## config.mk

```make
export PLATFORM = sky130hd
export DESIGN_NAME = exe_issue_buf
export DESIGN_NICKNAME = d
export VERILOG_FILES = /design/src/rtl/exe_issue_buf_pkg.sv /design/src/rtl/issue_bypass_mux.sv /design/src/rtl/exe_issue_buf.sv
export SDC_FILE = /design/constraint.sdc
export NUM_CORES = 1
export LEC_CHECK = 0
export ABC_CLOCK_PERIOD_IN_PS = 3350
export CAP_MARGIN = 15
export CORE_ASPECT_RATIO = 0.7
export CORE_MARGIN = 3
export CORE_UTILIZATION = 35
export DETAILED_ROUTE_END_ITERATION = 8
export MAX_ROUTING_LAYER = met4
export PLACE_DENSITY_LB_ADDON = 0.1
export SYNTH_ARGS = -nofsm -noshare
export SYNTH_HDL_FRONTEND = slang
export SYNTH_SLANG_ARGS = --single-unit
```

## constraint.sdc

```tcl
create_clock -name clk -period 3.35 [get_ports clk]
set_input_delay 0.5025 -clock clk [delete_from_list [all_inputs] [get_ports clk]]
set_output_delay 0.5025 -clock clk [all_outputs]
set_load 0.05 [all_outputs]
```

## src/rtl/exe_issue_buf_pkg.sv

```systemverilog
// rtl/exe_issue_buf_pkg.sv - widths, occupancy codes and entry layout for the EX issue buffer
package exe_issue_buf_pkg;

  localparam int XLEN        = 64;
  localparam int OP_W        = 8;
  localparam int ALU_W       = 10;
  localparam int RIDX_W      = 5;
  localparam int ISSUE_DEPTH = 2;

  localparam logic [1:0] CNT_EMPTY = 2'd0;
  localparam logic [1:0] CNT_ONE   = 2'd1;
  localparam logic [1:0] CNT_FULL  = 2'd2;

  typedef struct packed {
    logic [XLEN-1:0]   op1;
    logic [XLEN-1:0]   op2;
    logic [RIDX_W-1:0] rs1;
    logic [RIDX_W-1:0] rs2;
    logic              rs1_en;
    logic              rs2_en;
    logic [OP_W-1:0]   op_info;
    logic [ALU_W-1:0]  alu_info;
    logic              word;
  } issue_entry_t;

  // x0 is hardwired zero, so a writeback to it never forwards.
  function automatic logic rs_hit(input logic en, input logic [RIDX_W-1:0] rs,
                                  input logic wb_valid, input logic [RIDX_W-1:0] wb_rd);
    return en && wb_valid && (wb_rd != '0) && (rs == wb_rd);
  endfunction

endpackage

```

## src/rtl/issue_bypass_mux.sv

```systemverilog
// rtl/issue_bypass_mux.sv - patches one entry's operands from the writeback port
module issue_bypass_mux
  import exe_issue_buf_pkg::*;
(
  input  issue_entry_t      entry_in,
  input  logic              wb_valid,
  input  logic [RIDX_W-1:0] wb_rd,
  input  logic [XLEN-1:0]   wb_data,
  output issue_entry_t      entry_out
);

  always_comb begin
    entry_out = entry_in;
    if (rs_hit(entry_in.rs1_en, entry_in.rs1, wb_valid, wb_rd)) entry_out.op1 = wb_data;
    if (rs_hit(entry_in.rs2_en, entry_in.rs2, wb_valid, wb_rd)) entry_out.op2 = wb_data;
  end

endmodule

```

## src/rtl/exe_issue_buf.sv

```systemverilog
// rtl/exe_issue_buf.sv - two-entry skid buffer between decode and the EX-stage ALU
module exe_issue_buf
  import exe_issue_buf_pkg::*;
(
  input  logic              clk,
  input  logic              rst_n,
  input  logic              flush,
  input  logic              in_valid,
  output logic              in_ready,
  input  logic [XLEN-1:0]   in_op1,
  input  logic [XLEN-1:0]   in_op2,
  input  logic [RIDX_W-1:0] in_rs1,
  input  logic [RIDX_W-1:0] in_rs2,
  input  logic              in_rs1_use,
  input  logic              in_rs2_use,
  input  logic [OP_W-1:0]   in_op_info,
  input  logic [ALU_W-1:0]  in_alu_info,
  input  logic              in_word,
  input  logic              wb_valid,
  input  logic [RIDX_W-1:0] wb_rd,
  input  logic [XLEN-1:0]   wb_data,
  output logic              out_valid,
  input  logic              out_ready,
  output logic [XLEN-1:0]   out_op1,
  output logic [XLEN-1:0]   out_op2,
  output logic [OP_W-1:0]   out_op_info,
  output logic [ALU_W-1:0]  out_alu_info,
  output logic              out_word
);

  logic [1:0]   count;
  issue_entry_t head_q, skid_q;
  issue_entry_t in_entry, head_byp, skid_byp, in_byp;
  logic         push, pop;

  assign in_ready  = (count != CNT_FULL);
  assign out_valid = (count != CNT_EMPTY);
  assign push      = in_valid & in_ready;
  assign pop       = out_valid & out_ready;

  always_comb begin
    in_entry          = '0;
    in_entry.op1      = in_op1;
    in_entry.op2      = in_op2;
    in_entry.rs1      = in_rs1;
    in_entry.rs2      = in_rs2;
    in_entry.rs1_en   = in_rs1_use;
    in_entry.rs2_en   = in_rs2_use;
    in_entry.op_info  = in_op_info;
    in_entry.alu_info = in_alu_info;
    in_entry.word     = in_word;
  end

  issue_bypass_mux u_byp_head (
    .entry_in(head_q), .wb_valid(wb_valid), .wb_rd(wb_rd), .wb_data(wb_data), .entry_out(head_byp)
  );
  issue_bypass_mux u_byp_skid (
    .entry_in(skid_q), .wb_valid(wb_valid), .wb_rd(wb_rd), .wb_data(wb_data), .entry_out(skid_byp)
  );
  issue_bypass_mux u_byp_in (
    .entry_in(in_entry), .wb_valid(wb_valid), .wb_rd(wb_rd), .wb_data(wb_data), .entry_out(in_byp)
  );

  // Slots always reload through their bypass mux so a waiting entry picks up writebacks;
  // a departing head is simply overwritten, so the ALU sees its pre-bypass value.
  always_ff @(posedge clk) begin
    if (!rst_n) begin
      count  <= CNT_EMPTY;
      head_q <= '0;
      skid_q <= '0;
    end else if (flush) begin
      count <= CNT_EMPTY;
    end else begin
      head_q <= head_byp;
      skid_q <= skid_byp;
      case (count)
        CNT_EMPTY: begin
          if (push) begin
            head_q <= in_byp;
            count  <= CNT_ONE;
          end
        end
        CNT_ONE: begin
          if (push && pop) begin
            head_q <= in_byp;
          end else if (push) begin
            skid_q <= in_byp;
            count  <= CNT_FULL;
          end else if (pop) begin
            count <= CNT_EMPTY;
          end
        end
        CNT_FULL: begin
          if (pop) begin
            head_q <= skid_byp;
            count  <= CNT_ONE;
          end
        end
        default: count <= CNT_EMPTY;
      endcase
    end
  end

  // Idle outputs read as zero so the ALU decode sees no operation.
  assign out_op1      = out_valid ? head_q.op1      : '0;
  assign out_op2      = out_valid ? head_q.op2      : '0;
  assign out_op_info  = out_valid ? head_q.op_info  : '0;
  assign out_alu_info = out_valid ? head_q.alu_info : '0;
  assign out_word     = out_valid ? head_q.word     : 1'b0;

endmodule

```

==> flow_metrics.env <==
export IMPL_path_delay_family="buffers and inverters"
export IMPL_cts_htree_levels=2
export IMPL_pwr_share_comb_pct=15.8
export IMPL_synthTopCellsByArea="dfxtp_1 (33%), mux2i_1 (15%), and2_1 (4.8%)"
export IMPL_portBuffers=382
export IMPL_num_io_pins=383
export IMPL_drv_slew=0
export IMPL_fillCellCount=5193
export IMPL_pwr_share_clk_pct=43.7
export IMPL_muxShareOfSynthArea_pct=16.8
export IMPL_synth_adder_area_share_pct=0
export IMPL_syn_inst=2295
export IMPL_drt_wl_total_mm=78.1
export IMPL_leakage_nw=9.02
export IMPL_grt_pass1_wl_mm=116
export IMPL_cts_tree="yes"
export IMPL_grt_pass1_vias=18449
export IMPL_required_ns=2.85
export IMPL_syn_nets=2529
export IMPL_yosys_area_share_xor_xnor_pct=1.38
export IMPL_hold_buffers=0
export IMPL_synth_flop_cell="dfxtp_1"
export IMPL_grt_max_degree=119
export IMPL_relSlewSlack_pct=42.7
export IMPL_fin_crit_ns=3.18
export IMPL_critical_path_class="reg2out"
export IMPL_synth_simple_area_share_pct=14.6
export IMPL_areaGrowthSynthToFinish_pct=29.8
export IMPL_die_w_um=289
export IMPL_drc_errors=0
export IMPL_cp_slowest_cell="clkdlybuf4s50_1"
export IMPL_power_density_mw_per_mm2=393
export IMPL_worstSetupStartpoint="count[0]"
export IMPL_status="finished, final reports clean"
export IMPL_syn_avg_cell_area_sq_um=8.55
export IMPL_drive_above_1_share_pct=9.27
export IMPL_clock_fmax_mhz=315
export IMPL_antenna_found_initial=9
export IMPL_wire_per_inst_um=24.0
export IMPL_grt_usage_pct=26.0
export IMPL_worstMarginPinSlew_ns=0.859
export IMPL_post_route_period_util_pct=94.8
export IMPL_path_cells="or2_4 -> buf_12 -> and2_1 -> clkdlybuf4s50_1"
export IMPL_cts_root_buffer_cell="clkbuf_16"
export IMPL_drt_iter0_drc=1865
export IMPL_synth_most_common_cell="dfxtp_1"
export IMPL_rsz0062_at_grt="no"
export IMPL_switching_share_pct=27.2
export IMPL_synth_top_family_by_area="compound AO/OA/AOI/OAI gates"
export IMPL_vias=19100
export IMPL_maxCapViolCount=0
export IMPL_holdCritStartpoint="skid_q[127]"
export IMPL_finalSetupTns_ns=0
export IMPL_p_switching_w=0.00272
export IMPL_path_max_fanout=66
export IMPL_intPower_w=0.00728
export IMPL_worst_ep_arrival_time_ns=2.67
export IMPL_power_total_w=0.00999
export IMPL_peakVddDrop_mv=0.282
export IMPL_slowest_delay_ns=0.85
export IMPL_synthArstFlopShare_pct=0
export IMPL_dr_pass1_iters=6
export IMPL_hpwl_mm=48.2
export IMPL_clock_latency_ns=0.54
export IMPL_setup_violations=0
export IMPL_start_util_pct=36.0
export IMPL_synthTopCellsByCount="dfxtp_1 (320), mux2i_1 (303), clkbuf_1 (228)"
export IMPL_yosys_warnings=0
export IMPL_place_gp_congestion=0.804
export IMPL_cts_buffer_depth=3
export IMPL_cts_buffers=38
export IMPL_clkSinkCount=320
export IMPL_path_buf_inv=2
export IMPL_synth_seq_area_share_pct=32.7
export IMPL_grt_overflow_total=0
export IMPL_synth_distinct_cells=47
export IMPL_start_kind="register"
export IMPL_crit_path_end_kind="output pin"
export IMPL_vias_per_cell=5.87
export IMPL_rows=71
export IMPL_postCtsSetupBuffers=0
export IMPL_synth_edff_count=0
export IMPL_syn_area_sq_mm=0.0196
export IMPL_min_path_type="reg2reg"
export IMPL_postRouteAntennaNets=0
export IMPL_core_area_sq_mm=0.0545
export IMPL_p_seq_share_pct=40.5
export IMPL_post_cts_resized=0
export IMPL_die_y_um=204
export IMPL_reg2reg_from="skid_q[21]"
export IMPL_synth_top_area_share_pct=32.7
export IMPL_synth_area_leader_cell="dfxtp_1"
export IMPL_synth_compound_gate_area_share_pct=27.8
export IMPL_layout_nets=2720
export IMPL_clkTransAtPathRegs_ns=0.06
export IMPL_ys_seq_elements=320
export IMPL_finClkSkew_ns=0.0127
export IMPL_die_area_sq_mm=0.0590
export IMPL_hold_viol_final=0
-- power groups by stage --
stage          registers (W)  logic, W  clock network (W)
2_1_floorplan        0.00410  0.000906                  0
3_3_place_gp         0.00412   0.00154                  0
3_5_place_dp         0.00413   0.00156                  0
4_1_cts              0.00404   0.00157            0.00447
5_1_grt              0.00406   0.00169            0.00459
6_report             0.00405   0.00158            0.00437
-- cell usage in the layout, fill, tap and decap left out, types with 10 or more instances in the layout --
cell / n
o21ai_0: 74
a22o_1: 10
nor2b_1: 33
a2bb2oi_1: 33
mux2_2: 24
a21boi_0: 32
buf_12: 36
a31oi_1: 52
nand2_1: 199
and2_1: 147
xnor2_1: 22
a22oi_1: 103
clkbuf_8: 12
a221o_1: 23
and3_1: 24
o21ai_1: 25
clkdlybuf4s50_1: 378
o221a_2: 48
nor2_1: 48
o22a_1: 50
a21boi_1: 104
a21oi_1: 70
nand3_1: 93
o22ai_1: 78
o221a_1: 30
mux2i_1: 303
buf_4: 39
dfxtp_1: 320
clkbuf_16: 41
-- metal layers --
layer	part of all wire (%)	GRT usage, %	vias to the layer above
met3	7.0	4.06	102
met1	46	35.9	9404
met5	0	-	-
met4	2.0	6.55	0
li1	-	-	8815
met2	45	39.8	779
-- stage by stage --
stage	hold slack [ns]	worst slack [ns]	utilization, %	instance area (sq um)	std cells
detailed placement	0.441	0.0897	44.2	24100	3176
global route	0.465	0.0768	46.7	25400	3252
global placement	0.436	0.170	44.2	24100	3176
finish	0.448	0.174	46.7	25400	3252
floorplan	0.430	0.770	-	19600	2295
CTS	0.449	0.114	46.6	25400	3243
-- worst paths after layout --
check / to / slack [ns] / cells past startpoint
worst max register to register: skid_q[90] / 0.86 / 7
worst max-delay path: out_op2[9] / 0.17 / 4
worst min-delay path: skid_q[127] / 0.45 / 2
worst min register to register: skid_q[127] / 0.45 / 2
-- cells by family (layout without fill, tap and decap cells) --
| family | after synthesis | count (layout) |
|---|---|---|
| XOR/XNOR | 31 | 31 |
| other | 0 | 9 |
| buffers and inverters | 306 | 524 |
| flip-flops | 320 | 320 |
| AND/OR/NAND/NOR | 573 | 573 |
| AO/OA/AOI/OAI | 738 | 738 |
| multiplexers | 327 | 327 |
-- worst register-to-register path: stages (launching register included) --
cell and delay (ns):
dfxtp_1 0.33, xnor2_1 0.24, nand2_1 0.12, or4_2 0.75
o22ai_4 0.24, buf_4 0.40, a22oi_1 0.18, a21boi_1 0.17
-- cell type report --
type | instances | area [sq um] | area share (%)
Multi-Input combinational cell | 1669 | 12000 | 47.1
Timing Repair Buffer | 455 | 4820 | 18.9
Sequential cell | 320 | 6410 | 25.2
Clock buffer | 61 | 1210 | 4.76
Inverter | 2 | 15.0 | 0.0590
Antenna cell | 9 | 22.5 | 0.0885
Tap cell | 730 | 913 | 3.59
Clock inverter | 6 | 80.1 | 0.315
-- flip-flops by register name, summed over array words and instances (netlist names) --
name / cells
count: 2
head_q: 159
skid_q: 159
Power figures use the tool's default switching activity.
